**config.mk**
```make
export PLATFORM = sky130hd
export DESIGN_NAME = idct4x4_seq
export DESIGN_NICKNAME = d
export VERILOG_FILES = /design/src/rtl/idct4x4_seq.sv
export SDC_FILE = /design/constraint.sdc
export NUM_CORES = 1
export LEC_CHECK = 0
export ABC_AREA = 1
export BUFFER_PORTS_ARGS = -buffer_cell sky130_fd_sc_hd__buf_2
export CAP_MARGIN = 25
export CELL_PAD_IN_SITES_DETAIL_PLACEMENT = 1
export CELL_PAD_IN_SITES_GLOBAL_PLACEMENT = 1
export CORE_MARGIN = 5
export CORE_UTILIZATION = 31
export DETAILED_ROUTE_END_ITERATION = 8
export PLACE_DENSITY_LB_ADDON = 0.3
export SLEW_MARGIN = 20
export SYNTH_ARGS = -nofsm -noshare
export SYNTH_HDL_FRONTEND = slang
export SYNTH_SLANG_ARGS = --single-unit
export TNS_END_PERCENT = 10
```
**constraint.sdc**
```tcl
create_clock -name clk -period 4.1 [get_ports clk]
set_input_delay 0.615 -clock clk [delete_from_list [all_inputs] [get_ports clk]]
set_output_delay 0.615 -clock clk [all_outputs]
set_load 0.005 [all_outputs]
```
**src/rtl/idct4x4_seq.sv**
```systemverilog
// 4x4 inverse transform sequencer: a row pass into a transpose buffer, then a column pass with a
// final rounding shift. Both passes share one 4-point inverse butterfly core.
// Row/column vectors are packed with element k at bits [k*W +: W].

// 4-point inverse butterfly core. Purely combinational; all arithmetic wraps modulo 2^W.
module dct_inv #(
  parameter int unsigned W = 13
) (
  input  logic [4*W-1:0] x,
  output logic [4*W-1:0] y
);
  logic signed [W-1:0] x0, x1, x2, x3;
  logic signed [W-1:0] e0, e1, e2, e3;

  // Even/odd decomposition followed by the output butterfly.
  always_comb begin
    x0 = x[0*W +: W];
    x1 = x[1*W +: W];
    x2 = x[2*W +: W];
    x3 = x[3*W +: W];
    e0 = x0 + x2;
    e1 = x0 - x2;
    e2 = (x1 >>> 1) - x3;
    e3 = x1 + (x3 >>> 1);
    y  = {e0 - e3, e1 - e2, e1 + e2, e0 + e3};
  end
endmodule

module idct4x4_seq #(
  parameter int unsigned W         = 13,
  parameter int unsigned OUT_SHIFT = 6
) (
  input  logic           clk,
  input  logic           rst,
  input  logic           in_valid,
  output logic           in_ready,
  input  logic [4*W-1:0] in_data,
  output logic           out_valid,
  input  logic           out_ready,
  output logic [4*W-1:0] out_data,
  output logic [1:0]     out_col,
  output logic           busy
);
  typedef enum logic {StLoad, StCol} state_e;

  localparam int unsigned    RndPos = (OUT_SHIFT > 0) ? OUT_SHIFT - 1 : 0;
  localparam logic signed [W:0] RndAdd = (OUT_SHIFT > 0) ? ((W+1)'(1) << RndPos) : '0;

  state_e         state_q, state_d;
  logic [1:0]     row_cnt_q, row_cnt_d;
  logic [2:0]     col_cnt_q, col_cnt_d;
  logic [W-1:0]   tbuf_q [4][4];  // [row][col]
  logic [4*W-1:0] core_in, core_out, rnd_out;
  logic           issue, last_hs;

  dct_inv #(.W(W)) u_core (
    .x(core_in),
    .y(core_out)
  );

  // Core input: incoming row while loading, buffered column col_cnt while draining.
  always_comb begin
    core_in = in_data;
    if (state_q == StCol) begin
      for (int r = 0; r < 4; r++) begin
        core_in[r*W +: W] = tbuf_q[r][col_cnt_q[1:0]];
      end
    end
  end

  // Final rounding: sign-extend by one bit, add half LSB, arithmetic shift, keep low W bits.
  always_comb begin
    rnd_out = '0;
    for (int k = 0; k < 4; k++) begin
      logic signed [W:0] ext;
      logic signed [W:0] sum;
      logic signed [W:0] shr;
      ext = {core_out[k*W+W-1], core_out[k*W +: W]};
      sum = ext + RndAdd;
      shr = sum >>> OUT_SHIFT;
      rnd_out[k*W +: W] = shr[W-1:0];
    end
  end

  // Handshake decode; col_cnt_q==4 means all four columns have been issued.
  always_comb begin
    in_ready = (state_q == StLoad) && !rst;
    issue    = (state_q == StCol) && !col_cnt_q[2] && (!out_valid || out_ready);
    last_hs  = (state_q == StCol) && col_cnt_q[2] && out_valid && out_ready;
    busy     = (state_q == StCol) || (row_cnt_q != 2'd0);
  end

  // Next-state logic for the load/column sequencing.
  always_comb begin
    state_d   = state_q;
    row_cnt_d = row_cnt_q;
    col_cnt_d = col_cnt_q;
    unique case (state_q)
      StLoad: begin
        if (in_valid) begin
          row_cnt_d = row_cnt_q + 2'd1;
          if (row_cnt_q == 2'd3) state_d = StCol;
        end
      end
      StCol: begin
        if (issue) col_cnt_d = col_cnt_q + 3'd1;
        if (last_hs) begin
          state_d   = StLoad;
          col_cnt_d = 3'd0;
        end
      end
      default: state_d = StLoad;
    endcase
  end

  // Sequencer state registers.
  always_ff @(posedge clk) begin
    if (rst) begin
      state_q   <= StLoad;
      row_cnt_q <= 2'd0;
      col_cnt_q <= 3'd0;
    end else begin
      state_q   <= state_d;
      row_cnt_q <= row_cnt_d;
      col_cnt_q <= col_cnt_d;
    end
  end

  // Transpose buffer: the row-pass result lands in the row being accepted.
  always_ff @(posedge clk) begin
    if (in_valid && in_ready) begin
      for (int k = 0; k < 4; k++) begin
        tbuf_q[row_cnt_q][k] <= core_out[k*W +: W];
      end
    end
  end

  // Output column register; holds while stalled by out_ready.
  always_ff @(posedge clk) begin
    if (rst) begin
      out_valid <= 1'b0;
      out_data  <= '0;
      out_col   <= 2'd0;
    end else if (issue) begin
      out_valid <= 1'b1;
      out_data  <= rnd_out;
      out_col   <= col_cnt_q[1:0];
    end else if (last_hs) begin
      out_valid <= 1'b0;
    end
  end
endmodule
```
==> tab_implementation.tex <==
\begin{tabular}{lr}
\hline
Metric & Value \\
\hline
\multicolumn{2}{l}{\textbf{Cells and area}} \\
Area growth from synthesis to layout & 51.7\% \\
Antenna diode count & 0 \\
Layout Cells excl Fill & $\sim$3100 \\
Post-route cell area & 23600 µm² \\
Most frequent cells in the layout & sky130\_fd\_sc\_hd\_\_buf\_4 (399), sky130\_fd\_sc\_hd\_\_nand2\_1 (266), sky130\_fd\_sc\_hd\_\_inv\_1 (222) \\
Most frequent standard cell in the layout excluding fill and tap cells & sky130\_fd\_sc\_hd\_\_buf\_4 \\
Fraction of layout cells with a size suffix above 1 & a little over two fifths \\
Filler cells & about 5800 \\
Number of nets in the final layout & 2553 \\
\multicolumn{2}{l}{\textbf{Placed design}} \\
Final estimated routing congestion in global placement & roughly 0.94 \\
\# placed instances & around 2900 \\
Post-detailed-placement half-perimeter wirelength & roughly 46000 µm \\
Count of buffers from port buffering & roughly 110 \\
Placed cell area & 19300 µm² \\
\multicolumn{2}{l}{\textbf{Timing}} \\
Unrepaired setup endpoints after global routing & yes \\
Total negative setup slack & -18430 ps \\
Shortest clock period the worst path allows after layout & roughly 4500 ps \\
Final hold vios & 0 \\
Transition time at the pin with the least slew margin & $\sim$830 ps \\
Smallest hold slack & 420 ps \\
Layout Skew & around 22 ps \\
Final worst-path cycle share & 111\% \\
Achievable Freq & around 0.22 GHz \\
Headroom to the max-slew limit & 44.9\% \\
Final worst slack & -436 ps \\
Number of max-slew violations in the final report & 0 \\
Final setup violating endpoints & around 110 \\
\multicolumn{2}{l}{\textbf{Floorplanning}} \\
Core Footprint & 49900 µm² \\
Top Ports & 113 \\
Num rows & between 80 and 90 \\
X dimension of the die & approximately 230 µm \\
Y dimension of the die & about 230 µm \\
Effective utilization at floorplan & $\sim$31\% \\
DIE AREA & approximately 55000 µm² \\
\multicolumn{2}{l}{\textbf{Clock tree}} \\
Maximum level of the CTS H-tree & 1 \\
Worst-path clk slew & 60 ps \\
Root cell of the clock tree & sky130\_fd\_sc\_hd\_\_clkbuf\_16 \\
Total CTS buffers & 27 \\
Hold bufs inserted after CTS & 0 \\
Maximum count of clock buffers along a single path & 3 \\
TritonCTS clock tree & built \\
Total number of clock tree sinks & about 240 \\
Clock Latency Late Sink & 550 ps \\
\multicolumn{2}{l}{\textbf{Min path}} \\
Worst min-delay path category & input pin to flop \\
Worst hold path depth & 3 \\
Hold path startpoint & in\_valid \\
Endpoint of the worst hold path & row\_cnt\_q[0] \\
\multicolumn{2}{l}{\textbf{Pwr}} \\
Leakage & $\sim$11 nW \\
Peak ir drop on the vdd network & between 400 and 500 µV \\
Total power density per cell area & around 700 nW/µm² \\
\multicolumn{2}{l}{\textbf{Global routing}} \\
Met1 Resource Use GR & between 20 and 30\% \\
Pin count of the biggest net entering global routing & 52 \\
Remaining Overflow, GRT & 0 \\
Total routing resource utilization after global routing & 21.9\% \\
First-pass GRT wire length & just over 90000 µm \\
Initial antenna violation count & 0 \\
M3 GR Usage & under 10\% \\
Via count of the first global-routing pass & approximately 16000 \\
Highest-utilization routing layer at the global route stage & met2 \\
Met2 global-route usage & a little under two fifths \\
\multicolumn{2}{l}{\textbf{Route}} \\
Detailed-route wire length per cell & $\sim$21 µm \\
Routed wire length & between 60000 and 70000 µm \\
DRC & 0 \\
Violation count after the first detailed-route iteration & about 990 \\
Number of vias after detailed routing & approximately 15000 \\
Post-route ant nets & 0 \\
Number of detailed-routing iterations run before antenna repair & 5 \\
Vias per cell & roughly 5.0 \\
\multicolumn{2}{l}{\textbf{Synthesis}} \\
Avg Synthesized Cell Area & 8.26 µm² \\
Register bit total from synthesis & approximately 240 \\
Number of warnings issued by yosys & 0 \\
Fraction of post-synthesis cell area in the top cell type by area & between 30 and 40\% \\
Number of enable-type register cells in the synthesized netlist & 200 \\
Library cell occupying the most area in the post-synthesis netlist & sky130\_fd\_sc\_hd\_\_edfxtp\_1 \\
Ys async rst share & 0\% \\
Post-synthesis net count & about 2000 \\
Largest cells by area after synthesis & sky130\_fd\_sc\_hd\_\_edfxtp\_1 (39\%), sky130\_fd\_sc\_hd\_\_ha\_1 (8.5\%), sky130\_fd\_sc\_hd\_\_nand2\_1 (8.0\%) \\
Unique masters post-synth & between 40 and 50 \\
Most frequently used flop master after synthesis & sky130\_fd\_sc\_hd\_\_edfxtp\_1 \\
Post-Syn Area & 15500 µm² \\
Sequential-to-total area share from yosys stat & a little over two fifths \\
Count of mapped cells out of synthesis & $\sim$1900 \\
\multicolumn{2}{l}{\textbf{Worst setup path}} \\
Worst Reg-to-Reg Cells & 27 \\
CP Max Fanout & 12 \\
Highest cell delay on the worst timing path & 430 ps \\
Worst reg2reg setup slack & -440 ps \\
Crit Reg-Reg Endpoint & out\_data[5] \\
Sort of element at the start of the critical path & flop \\
CP bufs+invs & 8 \\
Reg-to-reg startpoint & col\_cnt\_q[0] \\
Data arrival time of the worst path & $\sim$5000 ps \\
Data required time of the worst path & between 4000 and 5000 ps \\
Critical path capture point type & flop \\
Class of the most critical setup path & flop to flop \\
Gate family responsible for the most delay along the worst path & compound AO/OA/AOI/OAI gates \\
Critical path's slowest cell & sky130\_fd\_sc\_hd\_\_dfxtp\_4 \\
Cell repeated most along the worst path & sky130\_fd\_sc\_hd\_\_buf\_4 \\
\multicolumn{2}{l}{\textbf{Run status}} \\
Status & finished with violations \\
Violated checks & setup timing \\
\multicolumn{2}{l}{\textbf{Job}} \\
Max-cap violations & 0 \\
\hline
\end{tabular}
[state kept, by name, indices dropped and copies added, names as in the netlist]
| register | flops |
|---|---|
| out_col | 2 |
| tbuf_q | 200 |
| state_q | 1 |
| out_valid | 1 |
| row_cnt_q | 2 |
| out_data | 32 |
| col_cnt_q | 3 |
[cell families (layout without fill, tap and decap cells)]
group,after synthesis,in the layout,synth area share [%]
compound gates,346,346,12.5
simple gates,745,745,20.2
xor+xnor,68,68,3.93
fa+ha+maj,113,113,9.49
buf+inv,367,891,9.90
flops,241,241,44.0
[synth_stat cells (5+ instances only)]
cell type	instances
sky130_fd_sc_hd__nand2_1	330
sky130_fd_sc_hd__nor2_1	255
sky130_fd_sc_hd__inv_1	247
sky130_fd_sc_hd__edfxtp_1	200
sky130_fd_sc_hd__o21ai_0	150
sky130_fd_sc_hd__ha_1	105
sky130_fd_sc_hd__nand3_1	87
sky130_fd_sc_hd__a21oi_1	71
sky130_fd_sc_hd__xor2_1	56
sky130_fd_sc_hd__clkbuf_1	46
sky130_fd_sc_hd__dfxtp_1	41
sky130_fd_sc_hd__buf_4	28
sky130_fd_sc_hd__a31oi_1	26
sky130_fd_sc_hd__o21ai_1	25
sky130_fd_sc_hd__o22ai_1	24
sky130_fd_sc_hd__inv_2	23
sky130_fd_sc_hd__nand2_2	20
sky130_fd_sc_hd__o21bai_1	14
sky130_fd_sc_hd__nor3_1	12
sky130_fd_sc_hd__a21oi_2	11
sky130_fd_sc_hd__buf_2	10
sky130_fd_sc_hd__xnor2_1	10
sky130_fd_sc_hd__nand4_1	9
sky130_fd_sc_hd__fa_1	8
sky130_fd_sc_hd__a21o_1	7
sky130_fd_sc_hd__nor2_2	7
sky130_fd_sc_hd__nand2_4	6
sky130_fd_sc_hd__o211ai_1	6
sky130_fd_sc_hd__buf_6	5
sky130_fd_sc_hd__nand3_2	5
sky130_fd_sc_hd__or2_2	5
[how the worst max path moves through the flow]
stage / slack (ps) / startpoint / end / cells after the start
6_report: -440 / col_cnt_q[0] / out_data[5] / 27
5_1_grt: -580 / col_cnt_q[0] / out_data[6] / 33
4_1_cts: -110 / col_cnt_q[0] / tbuf_q[1][23] / 25
3_5_place_dp: -740 / col_cnt_q[0] / out_data[38] / 27
3_3_place_gp: -640 / col_cnt_q[0] / out_data[16] / 30
2_1_floorplan: -10 / col_cnt_q[0] / out_data[32] / 31
[report_power, final]
part           internal (mW)  switching, mW  leakage [nW]
clock                   1.53          0.993         0.434
sequential              3.50         0.0684          2.15
combinational           4.55           6.24          7.97
[layout make-up]
type,count,area [µm²],area share (%)
repair buffers,567,4440,18.8
clock buffers,37,713,3.03
clock inverters,12,184,0.781
flip-flops and latches,241,6840,29.0
multi-input cells,1272,9470,40.2
inverters,275,1070,4.53
well taps,672,841,3.57
[layer usage]
metal  wire, µm  part of all wire, %
met1      27500                   42
met2      32500                   50
met3       3030                  4.6
met4       2330                  3.6
met5          0                    0
[worst min-delay path: stages]
cell and delay [ps]:
sky130_fd_sc_hd__buf_2 100, sky130_fd_sc_hd__nand2_1 120, sky130_fd_sc_hd__a21oi_1 80
[per-stage QoR]
stage | utilization [%] | worst slack, ps | total power [mW]
6_report | 47.2 | -436 | 16.9
5_1_grt | 47.2 | -578 | 17.6
4_1_cts | 44.3 | -115 | 15.2
3_5_place_dp | 38.7 | -737 | 11.4
3_3_place_gp | 38.7 | -643 | 11.2
2_1_floorplan | - | -14.0 | 7.16
[timing repair]
action | CTS | global route
setup buffers | 46 | 46
pin swaps | 131 | 138
resized for setup | 341 | 248
setup endpoints to repair | 131 | 119
gates cloned | 3 | 1
Note: power is estimated with default switching activity, not from simulation.
